<file path="config.mk">
export PLATFORM = sky130hd
export DESIGN_NAME = call_ret_sequencer
export DESIGN_NICKNAME = d
export VERILOG_FILES = /design/src/rtl/cps_pkg.sv /design/src/rtl/ras_store.sv /design/src/rtl/call_ret_sequencer.sv
export SDC_FILE = /design/constraint.sdc
export NUM_CORES = 1
export LEC_CHECK = 0
export ABC_AREA = 0
export BUFFER_PORTS_ARGS = -buffer_cell sky130_fd_sc_hd__clkbuf_2
export CAP_MARGIN = 10
export CORE_MARGIN = 2
export CORE_UTILIZATION = 35
export DETAILED_ROUTE_END_ITERATION = 10
export PLACE_DENSITY = 0.56
export SYNTH_ARGS = -nofsm -noshare
export SYNTH_HDL_FRONTEND = slang
export SYNTH_SLANG_ARGS = --single-unit
</file>
<file path="constraint.sdc">
create_clock -name clk -period 7.3 [get_ports clk]
set_input_delay 0.73 -clock clk [delete_from_list [all_inputs] [get_ports clk]]
set_output_delay 0.73 -clock clk [all_outputs]
set_load 0.03 [all_outputs]
</file>
<file path="src/rtl/cps_pkg.sv">
// Shared types for the call/return sequencer: op codes, FSM states, fault codes.
package cps_pkg;

  typedef enum logic [2:0] {
    OP_SEQ  = 3'd0,
    OP_JMP  = 3'd1,
    OP_CALL = 3'd2,
    OP_RET  = 3'd3,
    OP_HALT = 3'd4
  } op_t;

  typedef enum logic [1:0] {
    ST_IDLE     = 2'd0,
    ST_RUN      = 2'd1,
    ST_RET_WAIT = 2'd2,
    ST_FAULT    = 2'd3
  } state_t;

  localparam logic [1:0] FC_NONE      = 2'd0;
  localparam logic [1:0] FC_OVERFLOW  = 2'd1;
  localparam logic [1:0] FC_UNDERFLOW = 2'd2;
  localparam logic [1:0] FC_ILLEGAL   = 2'd3;

endpackage

</file>
<file path="src/rtl/ras_store.sv">
// Return-address storage: synchronous write, registered read. Pointer
// management lives in the caller; this block is just the array.
module ras_store #(
  parameter int AW    = 16,
  parameter int DEPTH = 8,
  parameter int IW    = $clog2(DEPTH)
) (
  input  logic          clk,
  input  logic          wr_en,
  input  logic [IW-1:0] wr_addr,
  input  logic [AW-1:0] wr_data,
  input  logic          rd_en,
  input  logic [IW-1:0] rd_addr,
  output logic [AW-1:0] rd_data
);

  logic [AW-1:0] mem [DEPTH];

  always_ff @(posedge clk) begin
    if (wr_en) mem[wr_addr] <= wr_data;
    if (rd_en) rd_data <= mem[rd_addr];
  end

endmodule

</file>
<file path="src/rtl/call_ret_sequencer.sv">
// Program-counter sequencer with a hardware return-address stack.
//   state       | meaning
//   ST_IDLE     | halted or after reset, waiting for start
//   ST_RUN      | consuming ops whenever instr_valid && !stall
//   ST_RET_WAIT | stack read in flight; pc loads popped address next edge
//   ST_FAULT    | sticky error, pc/depth frozen until start or reset
module call_ret_sequencer
  import cps_pkg::*;
#(
  parameter int            AW        = 16,
  parameter int            RAS_DEPTH = 8,
  parameter logic [AW-1:0] RESET_PC  = '0
) (
  input  logic                           clk,
  input  logic                           reset,
  input  logic                           start,
  input  logic [AW-1:0]                  start_pc,
  input  logic                           instr_valid,
  input  logic [2:0]                     op,
  input  logic [AW-1:0]                  target,
  input  logic                           stall,
  output logic [AW-1:0]                  pc,
  output logic                           fetch_en,
  output logic                           busy,
  output logic                           done,
  output logic                           fault,
  output logic [1:0]                     fault_code,
  output logic [$clog2(RAS_DEPTH):0]     depth
);

  localparam int IW = $clog2(RAS_DEPTH);
  localparam int DW = IW + 1;

  state_t        state;
  op_t           op_dec;
  logic          consume;
  logic          full;
  logic          empty;
  logic          push;
  logic          pop;
  logic [AW-1:0] pc_inc;
  logic [IW-1:0] rd_addr;
  logic [AW-1:0] ret_addr;

  assign op_dec   = op_t'(op);
  assign consume  = (state == ST_RUN) && instr_valid && !stall;
  assign full     = (depth == DW'(RAS_DEPTH));
  assign empty    = (depth == '0);
  assign pc_inc   = pc + 1'b1;
  assign push     = consume && (op_dec == OP_CALL) && !full;
  assign pop      = consume && (op_dec == OP_RET) && !empty;
  // Low bits wrap correctly even when depth == RAS_DEPTH.
  assign rd_addr  = depth[IW-1:0] - 1'b1;

  assign fetch_en = (state == ST_RUN) && !stall;
  assign busy     = (state == ST_RUN) || (state == ST_RET_WAIT);

  ras_store #(
    .AW   (AW),
    .DEPTH(RAS_DEPTH)
  ) u_ras (
    .clk    (clk),
    .wr_en  (push && !reset),
    .wr_addr(depth[IW-1:0]),
    .wr_data(pc_inc),
    .rd_en  (pop),
    .rd_addr(rd_addr),
    .rd_data(ret_addr)
  );

  always_ff @(posedge clk) begin
    if (reset) begin
      state      <= ST_IDLE;
      pc         <= RESET_PC;
      depth      <= '0;
      done       <= 1'b0;
      fault      <= 1'b0;
      fault_code <= FC_NONE;
    end else begin
      done <= 1'b0;
      case (state)
        ST_IDLE, ST_FAULT: begin
          if (start) begin
            pc         <= start_pc;
            depth      <= '0;
            fault      <= 1'b0;
            fault_code <= FC_NONE;
            state      <= ST_RUN;
          end
        end
        ST_RUN: begin
          if (consume) begin
            case (op_dec)
              OP_SEQ: pc <= pc_inc;
              OP_JMP: pc <= target;
              OP_CALL: begin
                if (full) begin
                  fault      <= 1'b1;
                  fault_code <= FC_OVERFLOW;
                  state      <= ST_FAULT;
                end else begin
                  pc    <= target;
                  depth <= depth + 1'b1;
                end
              end
              OP_RET: begin
                if (empty) begin
                  fault      <= 1'b1;
                  fault_code <= FC_UNDERFLOW;
                  state      <= ST_FAULT;
                end else begin
                  state <= ST_RET_WAIT;
                end
              end
              OP_HALT: begin
                done  <= 1'b1;
                state <= ST_IDLE;
              end
              default: begin
                fault      <= 1'b1;
                fault_code <= FC_ILLEGAL;
                state      <= ST_FAULT;
              end
            endcase
          end
        end
        ST_RET_WAIT: begin
          pc    <= ret_addr;
          depth <= depth - 1'b1;
          state <= ST_RUN;
        end
        default: state <= ST_IDLE;
      endcase
    end
  end

endmodule

</file>
==> results.md <==
- The height of the die is between 150 and 200 um.
- Dividing the detail-routed via count by the number of cells gives roughly 5.6.
- The starting utilization of the core area is about 36%.
- Adding up every negative setup slack in the final design gives 0 ns.
- The global-route wire length before repair is between 20 and 30 mm.
- The number of inserted diodes is 0.
- Timing would allow up to 0.2669 GHz.
- Summing over every cut layer, the via total after detailed routing is 4658.
- The number of design-rule violations left by the first detailed-router iteration is 473.
- The worst setup path is captured at an output pin.
- The congestion estimate from routability-driven global placement came to ~0.82.
- The total number of H-tree levels is 4.
- The arrival time of data at the critical path endpoint is a little over 3 ns.
- The total count of max-transition violations in the final report is 0.
- The number of enable-type register cells in the synthesized netlist is 144.
- Timing analysis after detailed placement gives a worst setup slack of 3.865 ns.
- The number of nets in the synthesized netlist is ~520.
- The critical path is of the reg -> out type.
- The floorplan has 53 rows.
- The average cell area after synthesis is about 16 um^2.
- The number of hold violations in the final report came to 0.
- IR analysis of the VDD net gives a maximum drop of between 0.0001 and 0.00015 V.
- The tightest slew margin relative to the limit is between 30% and 40%.
- Global routing consumed, over all layers together, between 15 and 20% of the routing resources.
- The least setup slack across all paths after layout is roughly 3.6 ns.
- The class of the tightest hold or removal check is reg -> reg.
- In the final routed layout, each cell accounts on average for roughly 24 um.
- The clock buffer count from CTS is 17.
- The synthesized flop and latch total is 170.
- The share of synthesized flip-flops with an asynchronous set or reset is 0%.
- The routed wire length is roughly 20 mm.
- The flow ran to the end, and the final reports show no timing, DRC or antenna violations.
- The buffer depth of the longest clock path is 2.
- After synthesis, the most frequently instantiated cells are sky130_fd_sc_hd__edfxtp_1 (144), sky130_fd_sc_hd__mux4_2 (32), sky130_fd_sc_hd__nor2_1 (28), sky130_fd_sc_hd__dfxtp_1 (26), sky130_fd_sc_hd__mux2_2 (16).
- On the final layout, the worst clock skew is ~0.0067 ns.
- The area of the placeable core is 0.02102 mm^2.
- The number of maximum-capacitance constraint violations is 0.
- Hold repair after CTS inserted 0 buffers.
- The leakage power is about 3.0 nW.
- The wire-length estimate of the detail-placed layout is approximately 13 mm.
- Setup violations remaining at the end of the flow were counted as 0.
- Pin placement for this block handled 66 I/O pins.
- After clock tree synthesis, the clock-pin slew on the worst setup and hold paths is around 0.070 ns.
- The cell area power density is 300.5 mW/mm^2.
- The measured slew at the worst slew-check pin is roughly 1.0 ns.
- The largest net degree at the start of global routing is 39.
- In this run the tool buffered the top-level ports with between 60 and 70 buffer cells.
- In this run the remaining antenna-violating nets after routing total 0.
- After synthesis, the netlist uses just under 70 different library cells.
- The most frequent cell after synthesis is sky130_fd_sc_hd__edfxtp_1.
- The floorplan step defined a die boundary enclosing 0.02255 mm^2.
- The number of antenna violations at the first check in global routing is 0.
- STA classifies the critical path startpoint as a flop.
- Counting every instance in the synthesized netlist gives 476.
- The share of the clock period used by the worst path after layout is 51.32%.
- Once the clock tree was built, the setup fixing pass inserted 0 buffers.
- Setup repair after global routing left no endpoint under its margin.
- From synthesis to final layout, the design area changed by 17.19%.
- Counting the fill cells in the layout gives roughly 1900.
- For this run, design rule violations remaining after detail routing come to 0.
- The mapped cell area is ~0.0075 mm^2.
- By area the synthesized netlist is led by sky130_fd_sc_hd__edfxtp_1 (58%), sky130_fd_sc_hd__mux4_2 (9.6%), sky130_fd_sc_hd__dfxtp_1 (7.0%).
- At the later pin of the worst-skew pair, clock insertion delay measures 0.43 ns.
- In the synthesized netlist the dominant register cell turns out to be sky130_fd_sc_hd__edfxtp_1.
- Before antenna repair, the detailed router went through 5 iterations.
- The sequential-to-total area share from yosys stat is roughly two thirds.
- The buffer cell driving the clock tree root is sky130_fd_sc_hd__clkbuf_16.
- The cell accounting for the most synthesized area is sky130_fd_sc_hd__edfxtp_1.
- The die width is 150.2 um.
- Counting I/O delays and the setup requirement, the final critical path takes between 3 and 4 ns.
- The hold slack is 0.5181 ns.
- Of the cells placed in the final design, the portion with a size suffix greater than 1 is approximately 31%.
- Yosys printed 0 warnings.
- The number of nets in the final layout is slightly below 600.
- Post-CTS repair changed the size of 0 cells.
- Global routing finished with a remaining overflow of 0.
- The via count of the first global-routing pass is between 4000 and 5000.
- Counting every sink on the clock net gives 170.
- The share of the synthesized area in the top cell type is between 50 and 60%.
- The largest fanout of any net on the critical path is 27.
- TritonCTS built the clock tree.
- STA puts the critical path data required time at 6.57 ns.
-- cell usage in the layout (no fill, tap or decap), types with 5 or more instances in the layout --
cell                        count
sky130_fd_sc_hd__a221oi_1       5
sky130_fd_sc_hd__a31o_1         5
sky130_fd_sc_hd__nor3_1         8
sky130_fd_sc_hd__ha_1           5
sky130_fd_sc_hd__o21ai_1        5
sky130_fd_sc_hd__clkbuf_2      65
sky130_fd_sc_hd__nand2_1       14
sky130_fd_sc_hd__a32o_1         9
sky130_fd_sc_hd__clkbuf_16     17
sky130_fd_sc_hd__o31ai_1        7
sky130_fd_sc_hd__xor2_1         5
sky130_fd_sc_hd__xnor2_1       11
sky130_fd_sc_hd__buf_4         12
sky130_fd_sc_hd__dfxtp_1       25
sky130_fd_sc_hd__a21oi_1       13
sky130_fd_sc_hd__mux4_2        32
sky130_fd_sc_hd__mux2_2        16
sky130_fd_sc_hd__nand4_1        5
sky130_fd_sc_hd__and4_1         5
sky130_fd_sc_hd__inv_1         11
sky130_fd_sc_hd__nor2_1        28
sky130_fd_sc_hd__a221o_1        5
sky130_fd_sc_hd__nand3_1       13
sky130_fd_sc_hd__edfxtp_1     144
sky130_fd_sc_hd__nand2b_1      11
-- final timing paths --
path	startpoint	to	slack [ns]	cells after the start
max reg2reg	state[1]$_SDFFE_PP0P_	u_ras.mem[3][1]$_DFFE_PP_	3.82	7
max	state[0]$_SDFFE_PP0P_	busy	3.55	4
min	fault$_SDFFE_PP0P_	fault$_SDFFE_PP0P_	0.52	2
min reg2reg	fault$_SDFFE_PP0P_	fault$_SDFFE_PP0P_	0.52	2
-- power by group --
group / internal (mW) / leakage [nW] / switching (mW)
combinational: 0.193 / 1.14 / 0.327
sequential: 1.13 / 1.53 / 0.0491
clock: 0.544 / 0.296 / 0.388
total: 1.87 / 2.97 / 0.764
-- cell families after synthesis --
kind of cell / synth area share, %
xor gates and xnor gates: 2.359
DFF: 64.79
AOI/OAI and AO/OA: 9.337
adders and majority gates: 1.272
buffers and inverters: 2.175
and+or+nand+nor: 7.714
muxes: 12.35
-- layer usage --
layer  vias to the layer above  wire length (um)  track usage (%)
li1                       2063                 -                -
met1                      2386              8678            24.68
met2                       173              9261            28.20
met3                        36              1179            4.000
met4                         0               533            6.981
met5                         -                 0                0
-- state kept, by name (all words and copies together), names as in the netlist --
register and cells:
depth 4, done 1, fault 1, fault_code 2, pc 16, state 2
u_ras.mem 128, u_ras.rd_data 16
-- area by class of cell --
class / count / area [um^2] / area share, %
Timing Repair Buffer: 77 / 415.4 / 4.741
Inverter: 13 / 48.80 / 0.5569
Tap cell: 275 / 344.1 / 3.927
Sequential cell: 170 / 4846 / 55.30
Multi-Input combinational cell: 269 / 2496 / 28.49
Clock inverter: 15 / 186.4 / 2.128
Clock buffer: 17 / 425.4 / 4.855
-- through the flow --
stage               utilization [%]  cells  cell area [um^2]  power, mW
floorplan                         -    476              7477      1.554
global placement              38.77    804              8150      1.709
detailed placement            38.77    804              8150      1.717
CTS                           41.68    836              8762      2.649
global route                  41.68    836              8762      2.728
finish                        41.68    836              8762      2.633
-- worst max-delay path, cell delays in order, from the launching register on --
cell,delay [ns]
sky130_fd_sc_hd__dfxtp_1,0.36
sky130_fd_sc_hd__inv_1,0.07
sky130_fd_sc_hd__ha_1,0.95
sky130_fd_sc_hd__clkinv_1,0.83
sky130_fd_sc_hd__clkbuf_2,0.38
No activity file was read; power rests on OpenSTA's default activity.
